<file path="src/rtl/voice_pkg.sv">
// Shared types and defaults for the polyphonic voice allocator.
// Latency: n/a. This file holds only constants and types.
// Backpressure: n/a.
package voice_pkg;

  localparam int NVOICES_DFLT = 4;
  localparam int NOTE_W_DFLT  = 7;
  localparam int RANK_W       = $clog2(NVOICES_DFLT);

  // IDLE accepts events. STEAL_OFF is the cycle where the stolen voice's
  // gate_off is visible. STEAL_ON is the cycle where its gate_on is visible.
  typedef enum logic [1:0] {
    IDLE      = 2'd0,
    STEAL_OFF = 2'd1,
    STEAL_ON  = 2'd2
  } state_t;

endpackage

</file>
<file path="src/rtl/voice_allocator_if.sv">
// Event handshake and per-voice output bundle between the MIDI parser and the voice channels.
// Latency: n/a (wires only).
// Backpressure: the event side is held by upstream until evt_ready is seen.
// Ports: note_on/note_off/note_num/note_vel/voice_idle flow into the allocator;
//        evt_ready/evt_drop/voice_note/voice_vel/gate_on/gate_off/voice_held flow out.
interface voice_allocator_if
  import voice_pkg::*;
#(
  parameter int NVOICES = NVOICES_DFLT,
  parameter int NOTE_W  = NOTE_W_DFLT
);
  logic                      note_on;
  logic                      note_off;
  logic [NOTE_W-1:0]         note_num;
  logic [NOTE_W-1:0]         note_vel;
  logic [NVOICES-1:0]        voice_idle;
  logic                      evt_ready;
  logic                      evt_drop;
  logic [NVOICES*NOTE_W-1:0] voice_note;
  logic [NVOICES*NOTE_W-1:0] voice_vel;
  logic [NVOICES-1:0]        gate_on;
  logic [NVOICES-1:0]        gate_off;
  logic [NVOICES-1:0]        voice_held;

  modport master (
    output note_on, note_off, note_num, note_vel, voice_idle,
    input  evt_ready, evt_drop, voice_note, voice_vel, gate_on, gate_off, voice_held
  );

  modport slave (
    input  note_on, note_off, note_num, note_vel, voice_idle,
    output evt_ready, evt_drop, voice_note, voice_vel, gate_on, gate_off, voice_held
  );
endinterface

</file>
<file path="src/rtl/voice_pick.sv">
// Combinational voice selection: held-note match, free voice, and steal candidate.
// Latency: 0 cycles (purely combinational).
// Backpressure: none; the caller decides when the results are used.
// Ports: held, voice_idle, notes, ranks, note_num in; match_idx/vld, free_idx/vld, steal_idx out.
module voice_pick #(
  parameter int NVOICES = 4,
  parameter int NOTE_W  = 7,
  parameter int IDX_W   = $clog2(NVOICES)
) (
  input  logic [NVOICES-1:0]        held,
  input  logic [NVOICES-1:0]        voice_idle,
  input  logic [NVOICES*NOTE_W-1:0] notes,
  input  logic [NVOICES*IDX_W-1:0]  ranks,
  input  logic [NOTE_W-1:0]         note_num,
  output logic [IDX_W-1:0]          match_idx,
  output logic                      match_vld,
  output logic [IDX_W-1:0]          free_idx,
  output logic                      free_vld,
  output logic [IDX_W-1:0]          steal_idx
);

  logic             any_unheld;
  logic             found;
  logic [IDX_W-1:0] best;

  always_comb begin
    match_idx  = '0;
    match_vld  = 1'b0;
    free_idx   = '0;
    free_vld   = 1'b0;
    steal_idx  = '0;
    found      = 1'b0;
    best       = '0;
    any_unheld = ~&held;

    // Scan downwards so the lowest matching index is the one left standing.
    for (int i = NVOICES - 1; i >= 0; i--) begin
      if (held[i] && (notes[i*NOTE_W +: NOTE_W] == note_num)) begin
        match_vld = 1'b1;
        match_idx = IDX_W'(i);
      end
      if (!held[i] && voice_idle[i]) begin
        free_vld = 1'b1;
        free_idx = IDX_W'(i);
      end
    end

    // Oldest released voice if any exists, otherwise the oldest voice overall.
    // Ranks are a permutation, so there are never ties.
    for (int i = 0; i < NVOICES; i++) begin
      if ((!any_unheld || !held[i]) &&
          (!found || (ranks[i*IDX_W +: IDX_W] > best))) begin
        found     = 1'b1;
        best      = ranks[i*IDX_W +: IDX_W];
        steal_idx = IDX_W'(i);
      end
    end
  end

endmodule

</file>
<file path="src/rtl/voice_allocator.sv">
// Polyphonic voice scheduler: assigns note events to voices and steals the oldest voice when none is free.
// Latency: pulses and register updates appear 1 clk after the accepting edge. A steal gives gate_off, then gate_on on the next ce edge.
// Backpressure: evt_ready drops for the two steal cycles. Upstream holds its request until accepted.
// Ports: clk, rst (sync, active high), ce (clock enable), bus (voice_allocator_if.slave).
module voice_allocator
  import voice_pkg::*;
#(
  parameter int NVOICES = NVOICES_DFLT,
  parameter int NOTE_W  = NOTE_W_DFLT
) (
  input  logic               clk,
  input  logic               rst,
  input  logic               ce,
  voice_allocator_if.slave   bus
);

  localparam int IDX_W = $clog2(NVOICES);

  state_t                    state, state_nxt;
  logic [NVOICES-1:0]        held;
  logic [NOTE_W-1:0]         note_r [NVOICES];
  logic [NOTE_W-1:0]         vel_r  [NVOICES];
  logic [IDX_W-1:0]          rank   [NVOICES];
  logic [IDX_W-1:0]          tgt;
  logic [NOTE_W-1:0]         tgt_note, tgt_vel;
  logic [NVOICES-1:0]        gate_on_r, gate_off_r;
  logic                      drop_r;

  logic [NVOICES*NOTE_W-1:0] notes_flat, vels_flat;
  logic [NVOICES*IDX_W-1:0]  ranks_flat;
  logic [IDX_W-1:0]          match_idx, free_idx, steal_idx;
  logic                      match_vld, free_vld;

  logic [NVOICES-1:0]        on_nxt, off_nxt, clr_held, set_held;
  logic                      drop_nxt, wr_en, promote, lat_tgt;
  logic [IDX_W-1:0]          wr_idx, promote_idx;
  logic [NOTE_W-1:0]         wr_note, wr_vel;

  always_comb begin
    for (int i = 0; i < NVOICES; i++) begin
      notes_flat[i*NOTE_W +: NOTE_W] = note_r[i];
      vels_flat[i*NOTE_W +: NOTE_W]  = vel_r[i];
      ranks_flat[i*IDX_W +: IDX_W]   = rank[i];
    end
  end

  voice_pick #(.NVOICES(NVOICES), .NOTE_W(NOTE_W), .IDX_W(IDX_W)) u_pick (
    .held       (held),
    .voice_idle (bus.voice_idle),
    .notes      (notes_flat),
    .ranks      (ranks_flat),
    .note_num   (bus.note_num),
    .match_idx  (match_idx),
    .match_vld  (match_vld),
    .free_idx   (free_idx),
    .free_vld   (free_vld),
    .steal_idx  (steal_idx)
  );

  always_ff @(posedge clk) begin
    if (rst)     state <= IDLE;
    else if (ce) state <= state_nxt;
  end

  // Next state plus the update to commit on the next ce edge. The steal's
  // gate_off is issued on the accepting edge, so it is visible while in
  // STEAL_OFF. The gate_on is issued on the STEAL_OFF edge.
  always_comb begin
    state_nxt   = state;
    on_nxt      = '0;
    off_nxt     = '0;
    clr_held    = '0;
    set_held    = '0;
    drop_nxt    = 1'b0;
    wr_en       = 1'b0;
    wr_idx      = tgt;
    wr_note     = tgt_note;
    wr_vel      = tgt_vel;
    promote     = 1'b0;
    promote_idx = tgt;
    lat_tgt     = 1'b0;
    case (state)
      IDLE: begin
        if (bus.note_off) begin
          if (match_vld) begin
            off_nxt[match_idx]  = 1'b1;
            clr_held[match_idx] = 1'b1;
          end
          drop_nxt = bus.note_on;
        end else if (bus.note_on) begin
          if (match_vld) begin
            on_nxt[match_idx] = 1'b1;
            wr_en   = 1'b1;
            wr_idx  = match_idx;
            wr_note = bus.note_num;
            wr_vel  = bus.note_vel;
          end else if (free_vld) begin
            on_nxt[free_idx]   = 1'b1;
            set_held[free_idx] = 1'b1;
            wr_en       = 1'b1;
            wr_idx      = free_idx;
            wr_note     = bus.note_num;
            wr_vel      = bus.note_vel;
            promote     = 1'b1;
            promote_idx = free_idx;
          end else begin
            lat_tgt             = 1'b1;
            off_nxt[steal_idx]  = 1'b1;
            clr_held[steal_idx] = 1'b1;
            state_nxt           = STEAL_OFF;
          end
        end
      end
      STEAL_OFF: begin
        on_nxt[tgt]   = 1'b1;
        set_held[tgt] = 1'b1;
        wr_en         = 1'b1;
        promote       = 1'b1;
        state_nxt     = STEAL_ON;
      end
      STEAL_ON: state_nxt = IDLE;
      default:  state_nxt = IDLE;
    endcase
  end

  always_ff @(posedge clk) begin
    if (rst) begin
      held       <= '0;
      gate_on_r  <= '0;
      gate_off_r <= '0;
      drop_r     <= 1'b0;
      tgt        <= '0;
      tgt_note   <= '0;
      tgt_vel    <= '0;
      for (int i = 0; i < NVOICES; i++) begin
        note_r[i] <= '0;
        vel_r[i]  <= '0;
        rank[i]   <= IDX_W'(i);
      end
    end else begin
      // Pulses are rebuilt every clk, so a ce=0 cycle always shows zeros.
      gate_on_r  <= ce ? on_nxt   : '0;
      gate_off_r <= ce ? off_nxt  : '0;
      drop_r     <= ce & drop_nxt;
      if (ce) begin
        held <= (held & ~clr_held) | set_held;
        if (wr_en) begin
          note_r[wr_idx] <= wr_note;
          vel_r[wr_idx]  <= wr_vel;
        end
        if (lat_tgt) begin
          tgt      <= steal_idx;
          tgt_note <= bus.note_num;
          tgt_vel  <= bus.note_vel;
        end
        if (promote) begin
          for (int i = 0; i < NVOICES; i++) begin
            if (rank[i] < rank[promote_idx]) rank[i] <= rank[i] + 1'b1;
          end
          rank[promote_idx] <= '0;
        end
      end
    end
  end

  assign bus.evt_ready  = (state == IDLE);
  assign bus.evt_drop   = drop_r;
  assign bus.gate_on    = gate_on_r;
  assign bus.gate_off   = gate_off_r;
  assign bus.voice_held = held;
  assign bus.voice_note = notes_flat;
  assign bus.voice_vel  = vels_flat;

endmodule
</file>
<file path="src/flat_wrapper.sv">
// flat-port wrapper written by rule: the top's interface ports become plain ports
module voice_allocator_flat import voice_pkg::*;
#(
  parameter int NVOICES = NVOICES_DFLT,
  parameter int NOTE_W  = NOTE_W_DFLT
)
  (clk, rst, ce, bus_note_on, bus_note_off, bus_note_num, bus_note_vel, bus_voice_idle, bus_evt_ready, bus_evt_drop, bus_voice_note, bus_voice_vel, bus_gate_on, bus_gate_off, bus_voice_held);
  voice_allocator_if #(.NVOICES(NVOICES), .NOTE_W(NOTE_W)) bus_i ();
  input  logic clk;
  input  logic rst;
  input  logic ce;
  input wire logic [$bits(bus_i.note_on)-1:0] bus_note_on;
  input wire logic [$bits(bus_i.note_off)-1:0] bus_note_off;
  input wire logic [$bits(bus_i.note_num)-1:0] bus_note_num;
  input wire logic [$bits(bus_i.note_vel)-1:0] bus_note_vel;
  input wire logic [$bits(bus_i.voice_idle)-1:0] bus_voice_idle;
  output wire logic [$bits(bus_i.evt_ready)-1:0] bus_evt_ready;
  output wire logic [$bits(bus_i.evt_drop)-1:0] bus_evt_drop;
  output wire logic [$bits(bus_i.voice_note)-1:0] bus_voice_note;
  output wire logic [$bits(bus_i.voice_vel)-1:0] bus_voice_vel;
  output wire logic [$bits(bus_i.gate_on)-1:0] bus_gate_on;
  output wire logic [$bits(bus_i.gate_off)-1:0] bus_gate_off;
  output wire logic [$bits(bus_i.voice_held)-1:0] bus_voice_held;
  assign bus_i.note_on = bus_note_on;
  assign bus_i.note_off = bus_note_off;
  assign bus_i.note_num = bus_note_num;
  assign bus_i.note_vel = bus_note_vel;
  assign bus_i.voice_idle = bus_voice_idle;
  assign bus_evt_ready = bus_i.evt_ready;
  assign bus_evt_drop = bus_i.evt_drop;
  assign bus_voice_note = bus_i.voice_note;
  assign bus_voice_vel = bus_i.voice_vel;
  assign bus_gate_on = bus_i.gate_on;
  assign bus_gate_off = bus_i.gate_off;
  assign bus_voice_held = bus_i.voice_held;
  voice_allocator #(.NVOICES(NVOICES), .NOTE_W(NOTE_W)) u_core (.clk(clk), .rst(rst), .ce(ce), .bus(bus_i));
endmodule
</file>
<file path="config.mk">
export PLATFORM = sky130hd
export DESIGN_NAME = voice_allocator_flat
export DESIGN_NICKNAME = d
export VERILOG_FILES = /design/src/rtl/voice_pkg.sv /design/src/rtl/voice_allocator_if.sv /design/src/rtl/voice_pick.sv /design/src/rtl/voice_allocator.sv /design/src/flat_wrapper.sv
export SDC_FILE = /design/constraint.sdc
export NUM_CORES = 1
export LEC_CHECK = 0
export CORE_ASPECT_RATIO = 0.75
export CORE_UTILIZATION = 52
export CTS_CLUSTER_DIAMETER = 200
export CTS_CLUSTER_SIZE = 24
export DETAILED_ROUTE_END_ITERATION = 7
export PLACE_DENSITY_LB_ADDON = 0.15
export SLEW_MARGIN = 0
export SYNTH_ARGS = -nofsm -noshare
export SYNTH_HDL_FRONTEND = slang
export SYNTH_SLANG_ARGS = --single-unit
</file>
<file path="constraint.sdc">
create_clock -name clk -period 5.2 [get_ports clk]
set_input_delay 1.04 -clock clk [delete_from_list [all_inputs] [get_ports clk]]
set_output_delay 1.04 -clock clk [all_outputs]
set_load 0.03 [all_outputs]
</file>
==> flow_summary.ini <==
[synth]
synthMostInstantiatedCell = sky130_fd_sc_hd__nand2_1
synth.lib_cells_used.distinct = 69
synth-main-ff-cell = sky130_fd_sc_hd__edfxtp_1
synthesized_nets = 512
biggest_area_contributors_in_the_synthesized_netlist = sky130_fd_sc_hd__edfxtp_1, sky130_fd_sc_hd__dfxtp_1, sky130_fd_sc_hd__nand2_1, sky130_fd_sc_hd__nor2_1, sky130_fd_sc_hd__mux2i_1
netlist.top_cell.by_area = sky130_fd_sc_hd__edfxtp_1
synthDominantCellAreaShare_pct = 34.4
mappedNetlistArea_um2 = 4890
synth_cells = 479
synth_warnings = 0
mean_instance_size_in_the_synthesized_netlist_um2 = 10.2
yosysSeqAreaShare_pct = 50.4
number_of_flops_mapped_to_enable_cells_by_yosys = 56
postSynthRegisterBits = 95
ys_async_sr_fraction_pct = 0
synth_common_cells = sky130_fd_sc_hd__nand2_1, sky130_fd_sc_hd__edfxtp_1, sky130_fd_sc_hd__nor2_1

[sta]
max_slew.worst_pin.slew_ns = 0.784
timing_hold_violations_final = 0
final_max_slew_viol_count = 0
timing.slew.headroom_pct = 47.7
final.period_utilization_pct = 94.3
maxClockFrequency_mhz = 204
min_period_ns = 4.91
final_critical_path_setup_slack_ns = 0.294
finalSetupViolCount = 0
worst_hold_slack_ns = 0.460
clock_skews_ns = 0.00910

[drt]
initialDrtViolationCount = 307
totalWireLength_mm = 13.1
avgRoutedWirePerCell_um = 18.5
remaining_drc_errors = 0
avgViaCountPerCell = 5.59
post_detailed_route_count_of_antenna_violating_nets = 0
number_of_vias_after_detailed_routing = 3938
detailedRoute.firstPassIterationCount = 5

[grt]
grt_start_max_net_pins = 30
global_route.usage.total_pct = 27.7
grt_remaining_overflow = 0
grt_antenna_before_repair = 0
grt_pass1_wl_mm = 20.0
grt_pass1_vias = 3808

[floorplan]
rows = 30
die_area_um2 = 9800
die_h_um = 86.0
floorplan.initialDensity_pct = 53.8
num_io_pins = 93
placeable_core_area_um2 = 9080
chipWidth_um = 114

[power]
peakVddDrop_mv = 0.185
fin_total_pwr_w = 0.00184
power_leakage_nw = 2.32
power.density_nw_per_um2 = 295

[placed_design]
place.gp.congestion = 0.932
placement.io_buffers = 92
place_ws_ns = 0.0883
total_half_perimeter_wirelength_after_legalization_and_detailed_placement_mm = 9.29

[critical_path]
critical_path_required_ns = 5.43
cp_max_fo = 6
critPathArrivalTime_ns = 5.14
cp_slowest_cell = sky130_fd_sc_hd__clkdlybuf4s50_1
worst_path_largest_cell_delay_ns = 0.66
critical_path.endpoint_type = flip-flop
cp_common_cell = sky130_fd_sc_hd__nand2_1
crit_type = input pin to flip-flop
worst-r2r-setup-slack_ns = 0.33
worstSetupStartpointType = input pin
cp_cell_sequence = clkdlybuf4s50_1, xor2_1, nor4_2, nand4_1, nor4bb_1, nand2_1, nand2_1, mux2_2, o21ai_0, ha_1, nor4_1, nor2_1, a221o_1

[clock_network]
cts_tree = yes
htree_num_levels = 3
cts.path.max_buffers = 2
numClockSinks = 95
cts_root_buf = sky130_fd_sc_hd__clkbuf_16
post_cts_hold_buffer_count = 0
clock_insertion_delay_worst_skew_ns = 0.34
clk_transition_reported_paths_ns = 0.07
cts_made_buffers = 9

[finish]
multi_input_comb_area_um2 = 2140
post_route_cells_drive_above_1_share_pct = 14.9
utilization_pct = 68.8
design.final.nets = 604
flow.area_growth_from_synthesis_pct = 27.8
layout.filler_cells = 724
diodes = 0
seqCellArea_um2 = 2460

[outcome]
outcome = finished clean

[flow_run]
max_cap_viol_count = 0

[min_path]
min-delay-path-class = flip-flop to flip-flop
power breakdown:
part           switching, W  internal, W
clock network      0.000294     0.000475
registers         0.0000147     0.000818
logic              0.000145    0.0000961
path summary, 6_finish.rpt:
check,startpoint,end,cells after the start
setup / recovery,bus_note_num[1],u_core.rank[3][0]$_SDFFE_PP0P_,13
hold / removal,u_core.tgt_vel[2]$_SDFFE_PP0P_,u_core.tgt_vel[2]$_SDFFE_PP0P_,2
setup reg to reg,u_core.bus.voice_held[1]$_SDFFE_PP0P_,u_core.bus.gate_off[2]$_SDFF_PP0_,24
hold reg to reg,u_core.tgt_vel[2]$_SDFFE_PP0P_,u_core.tgt_vel[2]$_SDFFE_PP0P_,2
critical path: cells and delay by family:
| kind | cells | cell delay [ns] |
|---|---|---|
| AOI/OAI and AO/OA | 2 | 0.63 |
| xor gates and xnor gates | 1 | 0.30 |
| adders and majority gates | 1 | 0.30 |
| buffers and inverters | 1 | 0.66 |
| muxes | 1 | 0.35 |
| and+or+nand+nor | 7 | 1.86 |
cell families (layout without fill, tap and decap cells):
| group | after synthesis | count (layout) | synth area share [%] |
|---|---|---|---|
| xor gates and xnor gates | 32 | 32 | 5.73 |
| buffers and inverters | 53 | 150 | 6.12 |
| adders and majority gates | 11 | 11 | 2.76 |
| AOI/OAI and AO/OA | 74 | 74 | 10.1 |
| DFF | 95 | 95 | 50.4 |
| and+or+nand+nor | 197 | 197 | 21.5 |
| muxes | 17 | 17 | 3.51 |
through the flow:
| step | area (um^2) | setup TNS [ns] | instances |
|---|---|---|---|
| after floorplan | 4890 | 0 | 479 |
| after global placement | 5870 | 0 | 686 |
| after detailed placement | 5870 | 0 | 686 |
| after CTS | 6220 | 0 | 702 |
| after global routing | 6250 | -0.0713 | 704 |
| final | 6250 | 0 | 704 |
per-layer routing:
layer	vias to the layer above	track usage (%)	part of all wire, %
met5	-	0	0
met4	0	7.79	1.2
met3	17	7.70	9.6
met2	190	42.8	45
met1	1892	38.2	44
li1	1839	-	-
final cells by class:
class	count	share of cell area [%]
Timing Repair Buffer	108	16.7
Multi-Input combinational cell	331	34.2
Tap cell	128	2.56
Clock inverter	7	1.98
Inverter	26	1.56
Clock buffer	9	3.60
Sequential cell	95	39.4
cell usage in the layout (no fill, tap or decap), types with 2 or more instances in the layout:
cell                              synthesis  routed
sky130_fd_sc_hd__a211o_1                  2       2
sky130_fd_sc_hd__a21boi_1                 1       2
sky130_fd_sc_hd__a21oi_1                 25      24
sky130_fd_sc_hd__a311o_1                  2       2
sky130_fd_sc_hd__a311oi_1                 3       3
sky130_fd_sc_hd__a31o_2                   4       4
sky130_fd_sc_hd__a31oi_1                  3       2
sky130_fd_sc_hd__and2_1                   3       3
sky130_fd_sc_hd__and2_2                   2       2
sky130_fd_sc_hd__and3_1                   4       4
sky130_fd_sc_hd__buf_4                    5      16
sky130_fd_sc_hd__bufinv_16                0       3
sky130_fd_sc_hd__clkbuf_16                0       9
sky130_fd_sc_hd__clkdlybuf4s50_1          0      92
sky130_fd_sc_hd__dfxtp_1                 39      38
sky130_fd_sc_hd__edfxtp_1                56      56
sky130_fd_sc_hd__ha_1                    10      10
sky130_fd_sc_hd__inv_1                   25      25
sky130_fd_sc_hd__inv_6                    0       3
sky130_fd_sc_hd__mux2i_1                 16      16
sky130_fd_sc_hd__nand2_1                 58      58
sky130_fd_sc_hd__nand2b_1                 7       7
sky130_fd_sc_hd__nand3_1                  5       5
sky130_fd_sc_hd__nand4_1                  6       6
sky130_fd_sc_hd__nor2_1                  48      48
sky130_fd_sc_hd__nor2_2                   8       8
sky130_fd_sc_hd__nor2_4                   8       8
sky130_fd_sc_hd__nor2b_1                  6       6
sky130_fd_sc_hd__nor3_1                   9       9
sky130_fd_sc_hd__nor4_1                   4       4
sky130_fd_sc_hd__nor4_2                   3       3
sky130_fd_sc_hd__o21ai_0                 16      16
sky130_fd_sc_hd__o32ai_1                  3       3
sky130_fd_sc_hd__or2_2                   14      14
sky130_fd_sc_hd__xnor2_1                 14      14
sky130_fd_sc_hd__xor2_1                  18      18
repair_timing:
item	CTS	global route
gates resized for setup	0	3
setup endpoints to repair	0	7
buffers inserted	0	2
registers in the layout (all words and copies together), names as in the netlist:
| signal | cells |
|---|---|
| u_core.bus.voice_held | 4 |
| u_core.vel_r | 28 |
| u_core.bus.gate_off | 4 |
| u_core.tgt_vel | 7 |
| u_core.bus.gate_on | 4 |
| u_core.tgt | 2 |
| u_core.state | 2 |
| u_core.tgt_note | 7 |
| u_core.bus.evt_drop | 1 |
| u_core.rank | 8 |
| u_core.note_r | 28 |
No activity file was read; power rests on OpenSTA's default activity.
